<file path="src/rtl/clk_meas_pkg.sv">
// Shared types for the clock period meter: FSM state encoding and default counter width.
package clk_meas_pkg;

  localparam int CNT_W_DEF = 32;

  typedef enum logic [1:0] {
    ST_IDLE = 2'd0,
    ST_ARM  = 2'd1,
    ST_MEAS = 2'd2,
    ST_DONE = 2'd3
  } meas_state_t;

endpackage

</file>
<file path="src/rtl/sync_edge_det.sv">
// Multi-flop synchronizer for an asynchronous level plus a one-cycle rising-edge pulse.
// The pulse and the synchronized level come out of the same flop, so they always agree.
module sync_edge_det #(
  parameter int SYNC_STAGES = 2
) (
  input  logic i_clk,
  input  logic i_rst,
  input  logic i_sig,
  output logic o_sync,
  output logic o_rise
);

  logic [SYNC_STAGES-1:0] r_sync;
  logic                   r_prev;

  // shift the async input through the synchronizer chain and keep the previous synced level
  always_ff @(posedge i_clk or posedge i_rst) begin
    if (i_rst) begin
      r_sync <= '0;
      r_prev <= 1'b0;
    end else begin
      r_sync <= {r_sync[SYNC_STAGES-2:0], i_sig};
      r_prev <= r_sync[SYNC_STAGES-1];
    end
  end

  assign o_sync = r_sync[SYNC_STAGES-1];
  assign o_rise = o_sync & ~r_prev;

endmodule

</file>
<file path="src/rtl/clk_period_meter.sv">
// One-shot period / high-time meter for a slow asynchronous signal, averaged over
// 2**AVG_LOG2 periods and returned on a valid/ready handshake.
//
//   state   | meaning
//   --------+-------------------------------------------------------------
//   IDLE    | waiting for start_i
//   ARM     | waiting for the reference rising edge
//   MEAS    | counting total/high cycles until the last averaged rise
//   DONE    | result (or timeout) presented until valid_o & ready_i
module clk_period_meter
  import clk_meas_pkg::*;
#(
  parameter int CNT_W       = CNT_W_DEF,
  parameter int AVG_LOG2    = 2,
  parameter int TIMEOUT     = 4000000,
  parameter int SYNC_STAGES = 2
) (
  input  logic             clk_i,
  input  logic             rst_i,
  input  logic             sig_i,
  input  logic             start_i,
  output logic             busy_o,
  output logic             valid_o,
  input  logic             ready_i,
  output logic [CNT_W-1:0] period_o,
  output logic [CNT_W-1:0] high_o,
  output logic             timeout_o
);

  localparam int IDLE_W = $clog2(TIMEOUT + 1);
  localparam int EDGE_W = AVG_LOG2 + 1;
  localparam logic [EDGE_W-1:0] LAST_EDGE = EDGE_W'((1 << AVG_LOG2) - 1);
  localparam logic [IDLE_W-1:0] IDLE_LOAD = IDLE_W'(TIMEOUT);

  meas_state_t       r_state;
  meas_state_t       w_state_nxt;
  logic              w_sync;
  logic              w_rise;
  logic [CNT_W-1:0]  r_total;
  logic [CNT_W-1:0]  r_high;
  logic [CNT_W-1:0]  r_period;
  logic [CNT_W-1:0]  r_high_avg;
  logic [CNT_W-1:0]  w_total_inc;
  logic [CNT_W-1:0]  w_high_inc;
  logic [EDGE_W-1:0] r_edges;
  logic [IDLE_W-1:0] r_idle;
  logic              r_timeout;
  logic              w_idle_tc;
  logic              w_last_rise;

  sync_edge_det #(
    .SYNC_STAGES(SYNC_STAGES)
  ) u_sync_edge_det (
    .i_clk (clk_i),
    .i_rst (rst_i),
    .i_sig (sig_i),
    .o_sync(w_sync),
    .o_rise(w_rise)
  );

  // Idle timer counts down from TIMEOUT; reaching 1 means this edge is the TIMEOUT-th
  // cycle since the last rise (or ARM entry).
  assign w_idle_tc   = (r_idle == IDLE_W'(1));
  assign w_last_rise = w_rise && (r_edges == LAST_EDGE);
  assign w_total_inc = (&r_total) ? r_total : r_total + 1'b1;
  assign w_high_inc  = (w_sync && !(&r_high)) ? r_high + 1'b1 : r_high;

  // state register
  always_ff @(posedge clk_i or posedge rst_i) begin
    if (rst_i) r_state <= ST_IDLE;
    else       r_state <= w_state_nxt;
  end

  // next-state decode; a rise always takes priority over the idle timeout
  always_comb begin
    w_state_nxt = r_state;
    case (r_state)
      ST_IDLE: if (start_i) w_state_nxt = ST_ARM;
      ST_ARM: begin
        if (w_rise)         w_state_nxt = ST_MEAS;
        else if (w_idle_tc) w_state_nxt = ST_DONE;
      end
      ST_MEAS: begin
        if (w_last_rise)            w_state_nxt = ST_DONE;
        else if (!w_rise && w_idle_tc) w_state_nxt = ST_DONE;
      end
      ST_DONE: if (ready_i) w_state_nxt = ST_IDLE;
      default: w_state_nxt = ST_IDLE;
    endcase
  end

  // measurement counters and result registers
  always_ff @(posedge clk_i or posedge rst_i) begin
    if (rst_i) begin
      r_total    <= '0;
      r_high     <= '0;
      r_edges    <= '0;
      r_idle     <= '0;
      r_period   <= '0;
      r_high_avg <= '0;
      r_timeout  <= 1'b0;
    end else begin
      case (r_state)
        ST_IDLE: begin
          if (start_i) begin
            r_total <= '0;
            r_high  <= '0;
            r_edges <= '0;
            r_idle  <= IDLE_LOAD;
          end
        end
        ST_ARM: begin
          if (w_rise) begin
            r_idle <= IDLE_LOAD;
          end else begin
            r_idle <= r_idle - 1'b1;
            if (w_idle_tc) begin
              r_period   <= '0;
              r_high_avg <= '0;
              r_timeout  <= 1'b1;
            end
          end
        end
        ST_MEAS: begin
          r_total <= w_total_inc;
          r_high  <= w_high_inc;
          if (w_rise) begin
            r_idle  <= IDLE_LOAD;
            r_edges <= r_edges + 1'b1;
            if (w_last_rise) begin
              r_period   <= w_total_inc >> AVG_LOG2;
              r_high_avg <= w_high_inc >> AVG_LOG2;
              r_timeout  <= 1'b0;
            end
          end else begin
            r_idle <= r_idle - 1'b1;
            if (w_idle_tc) begin
              r_period   <= '0;
              r_high_avg <= '0;
              r_timeout  <= 1'b1;
            end
          end
        end
        ST_DONE: begin
          if (ready_i) r_timeout <= 1'b0;
        end
        default: ;
      endcase
    end
  end

  assign busy_o    = (r_state == ST_ARM) || (r_state == ST_MEAS);
  assign valid_o   = (r_state == ST_DONE);
  assign period_o  = r_period;
  assign high_o    = r_high_avg;
  assign timeout_o = r_timeout;

endmodule

</file>
<file path="config.mk">
export PLATFORM = sky130hd
export DESIGN_NAME = clk_period_meter
export DESIGN_NICKNAME = d
export VERILOG_FILES = /design/src/rtl/clk_meas_pkg.sv /design/src/rtl/sync_edge_det.sv /design/src/rtl/clk_period_meter.sv
export SDC_FILE = /design/constraint.sdc
export NUM_CORES = 1
export LEC_CHECK = 0
export CORE_MARGIN = 1.5
export CORE_UTILIZATION = 25
export CTS_BUF_LIST = sky130_fd_sc_hd__clkbuf_2
export CTS_CLUSTER_SIZE = 30
export DETAILED_ROUTE_END_ITERATION = 12
export HOLD_SLACK_MARGIN = 0.06
export SLEW_MARGIN = 20
export SYNTH_ARGS = -nofsm -noshare
export SYNTH_HDL_FRONTEND = slang
export SYNTH_SLANG_ARGS = --single-unit
</file>
<file path="constraint.sdc">
create_clock -name clk_i -period 4.6 [get_ports clk_i]
set_input_delay 0.69 -clock clk_i [delete_from_list [all_inputs] [get_ports clk_i]]
set_output_delay 0.69 -clock clk_i [all_outputs]
set_load 0.03 [all_outputs]
</file>
**Word-level counts from Yosys, hierarchy flattened**

Index checks and enable logic that the tools add are counted.
Widths: inputs -> output; s select.

- Output and inout port bits: 67
- Memory bits (read-only): 0
- Memories: 0
- Bits in writable memories: 0
- Flip-flop bits (word level): 159
- Word-level logic and storage cells: 88
- Latch bits: 0

- Magnitude comparators: 0
- Reduce and logical (&&, ||, !) cells: 22
- Bitwise gates (word level): 2
- Multipliers: 0
- Div/mod/pow operators: 0
- Multiplexer cells: 34
- Equal/unequal tests: 14
- Shift-type cells: 0
- Add/subtract/negate cells: 4

Operators with widths:

| kind | number |
|---|---|
| $mux 32 | 11 |
| $pmux 32 s2 | 4 |
| $add 32x1->32 const B | 2 |
| $reduce_and 32->1 | 2 |
| $mux 22 | 2 |
| $pmux 22 s2 | 1 |
| $eq 22x1->1 const B | 1 |
| $sub 22x1->22 const B | 1 |
| $mux 2 | 6 |
| $reduce_and 3->1 | 4 |
| $ne 2x2->1 const B | 5 |
| $ne 3x3->1 const B | 3 |
| $pmux 2 s4 | 1 |
| $reduce_and 4->1 | 2 |
| $mux 3 | 2 |
| $pmux 3 s2 | 1 |
| $reduce_bool 2->1 | 3 |
| $mux 1 | 5 |
| $eq 2x2->1 const B | 2 |
| $reduce_and 2->1 | 2 |
| $add 3x1->3 const B | 1 |
| $eq 3x2->1 const B | 1 |
| $logic_and 1x1->1 | 3 |
| $pmux 1 s3 | 1 |
| 9 further kinds | 10 |

**Logic depth before layout (Yosys ltp)**

- Depth after elaboration: 7
- Mapped depth: 11

**Cells and area by module**

A second synthesis with hierarchy kept.

- Cell total of the unflattened synthesis: 940
- Area, all modules: 8471.9 sq um

By module, submodules not included:

| module | cells an instance | instances | area an instance (sq um) |
|---|---|---|---|
| clk_period_meter | 935 | 1 | 8379.3 |
| sync_edge_det | 5 | 1 | 92.6 |

**Worst setup path after synthesis**

Ideal clock, no wire load.

- Kind: register to register
- From: register r_state[0]
- To: register r_period[17], in the netlist period_o[17]
- Slack: 1.994 ns
- Period minus slack after synthesis: 2.606 ns
- Arrival: 2.473 ns
- Stages on the path, launching flop included: 12
- Path through: dfrtp_1 inv_1 ha_1 clkbuf_1 nand2_1 or3_1 clkbuf_1 and2_1 clkbuf_1 buf_2 a32oi_1 o31ai_1

- Word-level cells in the longest chain between the ends: 3
- Elaborated cells between the ends (all ways): 7
- Those cells by class: eq/ne (4); mux (1); reduce/logical (2)

RTL lines:

| item | line | source |
|---|---|---|
| from (decl) | clk_period_meter.sv:35 | `meas_state_t r_state;` |
| from (signal assigned) | clk_period_meter.sv:71 | `else r_state <= w_state_nxt;` |
| $eq 2x2->1 or $eq 2x1->1 (tied branches) | clk_period_meter.sv:103 | `case (r_state)` |
| $ne 3x3->1 (no source line), or another cell as far along | -- |  |
| $reduce_and 3->1 (no source line) | -- |  |
| to (signal assigned) | clk_period_meter.sv:131 | `r_period <= w_total_inc >> AVG_LOG2;` |
| to (decl) | clk_period_meter.sv:41 | `logic [CNT_W-1:0] r_period;` |

Several ways; a longest one is shown, not always the timed one.
A chain may end at the register's enable or synchronous reset.

**Worst setup path after layout**

- From: register r_state[0]
- To: output busy_o

- Word-level cells in the longest chain between the ends: 2
- Elaborated cells between the ends (all ways): 3
- Those cells by class: eq/ne (2); reduce/logical (1)

RTL lines:

| item | line | source |
|---|---|---|
| $eq 2x1->1 or $eq 2x2->1 (tied branches) | clk_period_meter.sv:152 | `assign busy_o = (r_state == ST_ARM) \|\| (r_state == ST_MEAS);` |
| $logic_or 1x1->1 (*) | clk_period_meter.sv:152 |  |
| to (decl) | clk_period_meter.sv:22 | `output logic busy_o,` |

Mark *: on every way between the ends. The rest lies on a longest branch, timed or not.

==> impl_results.html <==
<table>
<tr><th>Metric</th><th>Value</th></tr>
<tr><th colspan="2">Synthesis</th></tr>
<tr><td>Number of enable flip-flop cells after synthesis</td><td>0</td></tr>
<tr><td>Portion of the post-synthesis area used by sequential elements</td><td>0.461</td></tr>
<tr><td>Synth unique cells</td><td>62</td></tr>
<tr><td>Synthesized instance count</td><td>~960</td></tr>
<tr><td>Mapped Nets</td><td>979</td></tr>
<tr><td>Dominant register cell in the synthesized netlist</td><td>sky130_fd_sc_hd__dfrtp_1</td></tr>
<tr><td>Summed instance area of the synthesized netlist</td><td>8630 um2</td></tr>
<tr><td>Flip-flop and latch count after synthesis</td><td>159</td></tr>
<tr><td>Yosys warnings</td><td>0</td></tr>
<tr><td>Syn avg cell area</td><td>8.96 um2</td></tr>
<tr><td>Proportion of synthesized flip-flops having asynchronous set or reset</td><td>1.00</td></tr>
<tr><th colspan="2">Worst setup path</th></tr>
<tr><td>Worst Reg-to-Reg Cells</td><td>8</td></tr>
<tr><td>Library cell contributing the largest single delay on the critical path</td><td>sky130_fd_sc_hd__clkdlybuf4s50_1</td></tr>
<tr><td>Maximum fanout along the worst path</td><td>9</td></tr>
<tr><td>Reg2Reg Setup Slack</td><td>1.80 ns</td></tr>
<tr><td>Launch instance of the worst register-to-register path</td><td>r_state[0]</td></tr>
<tr><td>Slowest stage delay, CP</td><td>approximately 0.75 ns</td></tr>
<tr><td>Startpoint kind of the worst setup timing path</td><td>flop</td></tr>
<tr><td>Crit path DAT</td><td>around 2.6 ns</td></tr>
<tr><td>Required time at the worst-slack endpoint</td><td>a little under 4 ns</td></tr>
<tr><td>Crit path kind</td><td>reg2out</td></tr>
<tr><td>Category of the worst setup path capture point</td><td>output pin</td></tr>
<tr><td>Capturing point of the worst reg2reg path</td><td>r_high[12]</td></tr>
<tr><td>Cell chain of the critical path</td><td>inv_1, ha_1, clkdlybuf4s50_1</td></tr>
<tr><th colspan="2">Routing</th></tr>
<tr><td>Met2 routed wirelength</td><td>10400 um</td></tr>
<tr><td>Total Wirelength</td><td>23300 um</td></tr>
<tr><td>First drt pass iteration count</td><td>5</td></tr>
<tr><td>Highest routed metal layer</td><td>met4</td></tr>
<tr><td>Met3 wire length</td><td>1080 um</td></tr>
<tr><td>Average via count per standard cell</td><td>5.08</td></tr>
<tr><td>Remaining routing DRC violations</td><td>0</td></tr>
<tr><td>Via count</td><td>7405</td></tr>
<tr><td>DRT iter0 DRCs</td><td>between 500 and 600</td></tr>
<tr><td>Metal1 wirelength</td><td>11600 um</td></tr>
<tr><td>DRT antenna net count</td><td>0</td></tr>
<tr><td>Routed len/inst</td><td>between 15 and 20 um</td></tr>
<tr><th colspan="2">Placed design</th></tr>
<tr><td>Post-detail-place hpwl</td><td>15900 um</td></tr>
<tr><td>RD Place Congestion</td><td>0.806</td></tr>
<tr><td>Setup WS pre-CTS</td><td>1.49 ns</td></tr>
<tr><td>Total placed instance area</td><td>roughly 9700 um2</td></tr>
<tr><td>Number of buffer cells added on primary ports</td><td>71</td></tr>
<tr><td>Placed Cells</td><td>1425</td></tr>
<tr><th colspan="2">Power</th></tr>
<tr><td>Proportion of power drawn by flip-flops and latches</td><td>0.442</td></tr>
<tr><td>Internal portion of total power</td><td>around 2.1 mW</td></tr>
<tr><td>Combinational share of power</td><td>0.356</td></tr>
<tr><td>Power density over the cells</td><td>around 370 nW/um2</td></tr>
<tr><td>Switching Fraction</td><td>0.421</td></tr>
<tr><td>Total leakage power</td><td>3.91 nW</td></tr>
<tr><td>Power share of the clock group</td><td>0.202</td></tr>
<tr><td>Peak supply drop</td><td>184 uV</td></tr>
<tr><td>Net switching power figure</td><td>1.54 mW</td></tr>
<tr><th colspan="2">Finish</th></tr>
<tr><td>Number of nets in the layout</td><td>1012</td></tr>
<tr><td>Register Area</td><td>3980 um2</td></tr>
<tr><td>Combined area of the multi-input logic cells</td><td>4310 um2</td></tr>
<tr><td>Most frequent cells in the layout</td><td>159 x sky130_fd_sc_hd__dfrtp_1, 127 x sky130_fd_sc_hd__nand2_1, 106 x sky130_fd_sc_hd__o21ai_0, 71 x sky130_fd_sc_hd__clkdlybuf4s50_1, 56 x sky130_fd_sc_hd__nor2_1</td></tr>
<tr><td>Most common cell after layout, fill and taps aside</td><td>sky130_fd_sc_hd__dfrtp_1</td></tr>
<tr><td>Filler-free cell count of the finished design</td><td>1458</td></tr>
<tr><td>Area growth from synthesis to layout</td><td>15.5%</td></tr>
<tr><td>Fraction of final layout cells with drive strength greater than 1</td><td>0.0664</td></tr>
<tr><td>Filler cell count in the final layout</td><td>3511</td></tr>
<tr><td>Fin area</td><td>9970 um2</td></tr>
<tr><th colspan="2">Floorplanning</th></tr>
<tr><td>Number of top-level pins</td><td>72</td></tr>
<tr><td>Initial core utilization</td><td>0.256</td></tr>
<tr><td>Chip Height</td><td>~190 um</td></tr>
<tr><td>Die span in x</td><td>189 um</td></tr>
<tr><td># rows</td><td>67</td></tr>
<tr><td>Overall die area</td><td>around 36000 um2</td></tr>
<tr><td>CORE AREA</td><td>33800 um2</td></tr>
<tr><th colspan="2">Timing</th></tr>
<tr><td>Slew at the pin closest to its max-slew limit</td><td>around 1.1 ns</td></tr>
<tr><td>Unrepaired setup endpoints after global routing</td><td>no</td></tr>
<tr><td>Max-slew violation total from the final report</td><td>0</td></tr>
<tr><td>Minimum clock period after layout</td><td>3.28 ns</td></tr>
<tr><td>Smallest setup slack after layout</td><td>1.32 ns</td></tr>
<tr><td>Worst setup skew after layout</td><td>roughly 0.038 ns</td></tr>
<tr><td>Worst-case headroom to the max-slew limit</td><td>0.288</td></tr>
<tr><td>Post-route fraction of the period consumed by the critical path</td><td>0.712</td></tr>
<tr><td>Fin Hold WS</td><td>0.293 ns</td></tr>
<tr><td>Number of failing hold endpoints at the final stage</td><td>0</td></tr>
<tr><td>Setup Viol. Count Final</td><td>0</td></tr>
<tr><td>Highest clock frequency the design can meet</td><td>0.305 GHz</td></tr>
<tr><td>Setup tns final</td><td>0 ns</td></tr>
<tr><th colspan="2">Clocking</th></tr>
<tr><td>Number of sinks handled by clock tree synthesis</td><td>159</td></tr>
<tr><td>CTS tree</td><td>done</td></tr>
<tr><td>Buffers from clock root to sink, at most</td><td>2</td></tr>
<tr><td>Number of cells upsized or downsized after cts</td><td>0</td></tr>
<tr><td>Setup Buffers After CTS</td><td>0</td></tr>
<tr><td>Clock latency of the later-clocked register in the worst-skew pair</td><td>0.74 ns</td></tr>
<tr><td>Reg clk slew, reported paths</td><td>about 0.26 ns</td></tr>
<tr><td>Total clock buffers created by CTS</td><td>17</td></tr>
<tr><td>Hold-fix buffer count after cts</td><td>0</td></tr>
<tr><td>H-Tree Level Count</td><td>4</td></tr>
<tr><td>CTS Root Cell</td><td>sky130_fd_sc_hd__clkbuf_2</td></tr>
<tr><th colspan="2">Global routing</th></tr>
<tr><td>Tot GR Track Use</td><td>0.135</td></tr>
<tr><td>Global-route wire length before repair</td><td>38900 um</td></tr>
<tr><td>Via count of the first global-routing pass</td><td>7296</td></tr>
<tr><td>Number of antenna violations at the first check in global routing</td><td>1</td></tr>
<tr><td>Total global routing overflow</td><td>0</td></tr>
<tr><td>Maximum number of pins on one net before global-route repair</td><td>66</td></tr>
<tr><th colspan="2">Min path</th></tr>
<tr><td>Worst min-delay path class</td><td>in2async</td></tr>
<tr><th colspan="2">Run</th></tr>
<tr><td># Max-Cap Violations</td><td>0</td></tr>
<tr><th colspan="2">Status</th></tr>
<tr><td>Status</td><td>completed</td></tr>
</table>
-- synth_stat cells (21+ instances only) --
library cell	n	area (um2)
sky130_fd_sc_hd__nand2_1	128	480
sky130_fd_sc_hd__dfrtp_1	159	3980
sky130_fd_sc_hd__a21oi_1	27	135
sky130_fd_sc_hd__nor2_1	58	218
sky130_fd_sc_hd__clkbuf_1	51	191
sky130_fd_sc_hd__nor4_1	24	150
sky130_fd_sc_hd__nand3_1	36	180
sky130_fd_sc_hd__nand4_1	31	194
sky130_fd_sc_hd__o21ai_0	106	531
sky130_fd_sc_hd__a31oi_1	32	200
sky130_fd_sc_hd__xnor2_1	43	377
sky130_fd_sc_hd__nor3_1	21	105
-- power groups by stage --
stage / registers [mW] / clock network (mW) / logic [mW]
3_3_place_gp: 1.64 / 0 / 1.29
4_1_cts: 1.62 / 0.783 / 1.31
3_5_place_dp: 1.64 / 0 / 1.31
2_1_floorplan: 1.61 / 0 / 0.948
5_1_grt: 1.64 / 0.830 / 1.46
6_report: 1.62 / 0.743 / 1.31
-- worst max path at each step --
stage | depth (start not counted) | to | from
3_5_place_dp | 6 | r_high[6] | start_i
3_3_place_gp | 6 | r_high[6] | start_i
2_1_floorplan | 1 | high_o[0] | rst_i
6_report | 3 | busy_o | r_state[0]
4_1_cts | 3 | busy_o | r_state[0]
5_1_grt | 3 | busy_o | r_state[0]
-- critical path, delay by kind of cell, from the launching register on --
kind / cells / cell delay (ns)
adders and majority gates: 1 / 0.53
buffers and inverters: 2 / 0.86
DFF: 1 / 0.46
-- state kept, by name (all words and copies together), names as in the netlist --
name / cells
r_idle: 22
r_total: 32
r_high: 32
high_o: 32
u_sync_edge_det.r_sync: 2
u_sync_edge_det.r_prev: 1
timeout_o: 1
r_edges: 3
r_state: 2
period_o: 32
-- per-stage QoR --
stage	power (mW)	util
finish	3.67	0.295
global route	3.93	0.295
CTS	3.71	0.295
detailed placement	2.95	0.288
global placement	2.93	0.288
floorplan	2.56	-
-- per-layer routing --
| metal | vias up | track usage |
|---|---|---|
| li1 | 3587 | - |
| met1 | 3625 | 0.194 |
| met2 | 179 | 0.205 |
| met3 | 14 | 0.0300 |
| met4 | 0 | 0.0296 |
| met5 | - | 0 |
-- area by class of cell --
type / instances / area share
clock inverters: 15 / 0.0137
flip-flops and latches: 159 / 0.399
diodes: 1 / 0.000251
multi-input cells: 716 / 0.432
repair buffers: 83 / 0.0828
clock buffers: 17 / 0.00853
well taps: 448 / 0.0562
inverters: 19 / 0.00753
-- cells by family (layout without fill, tap and decap cells) --
logic type               count (synthesis)  in the layout  share of synthesized area
buffers and inverters                   88            134                     0.0422
AO/OA/AOI/OAI                          249            249                      0.177
other                                    0              1                          0
adder cells (fa/ha/maj)                 11             11                     0.0159
XOR/XNOR                                62             62                     0.0629
AND/OR/NAND/NOR                        386            386                      0.231
flip-flops                             159            159                      0.461
multiplexers                             8              8                    0.00985
Note: power is estimated with default switching activity, not from simulation.
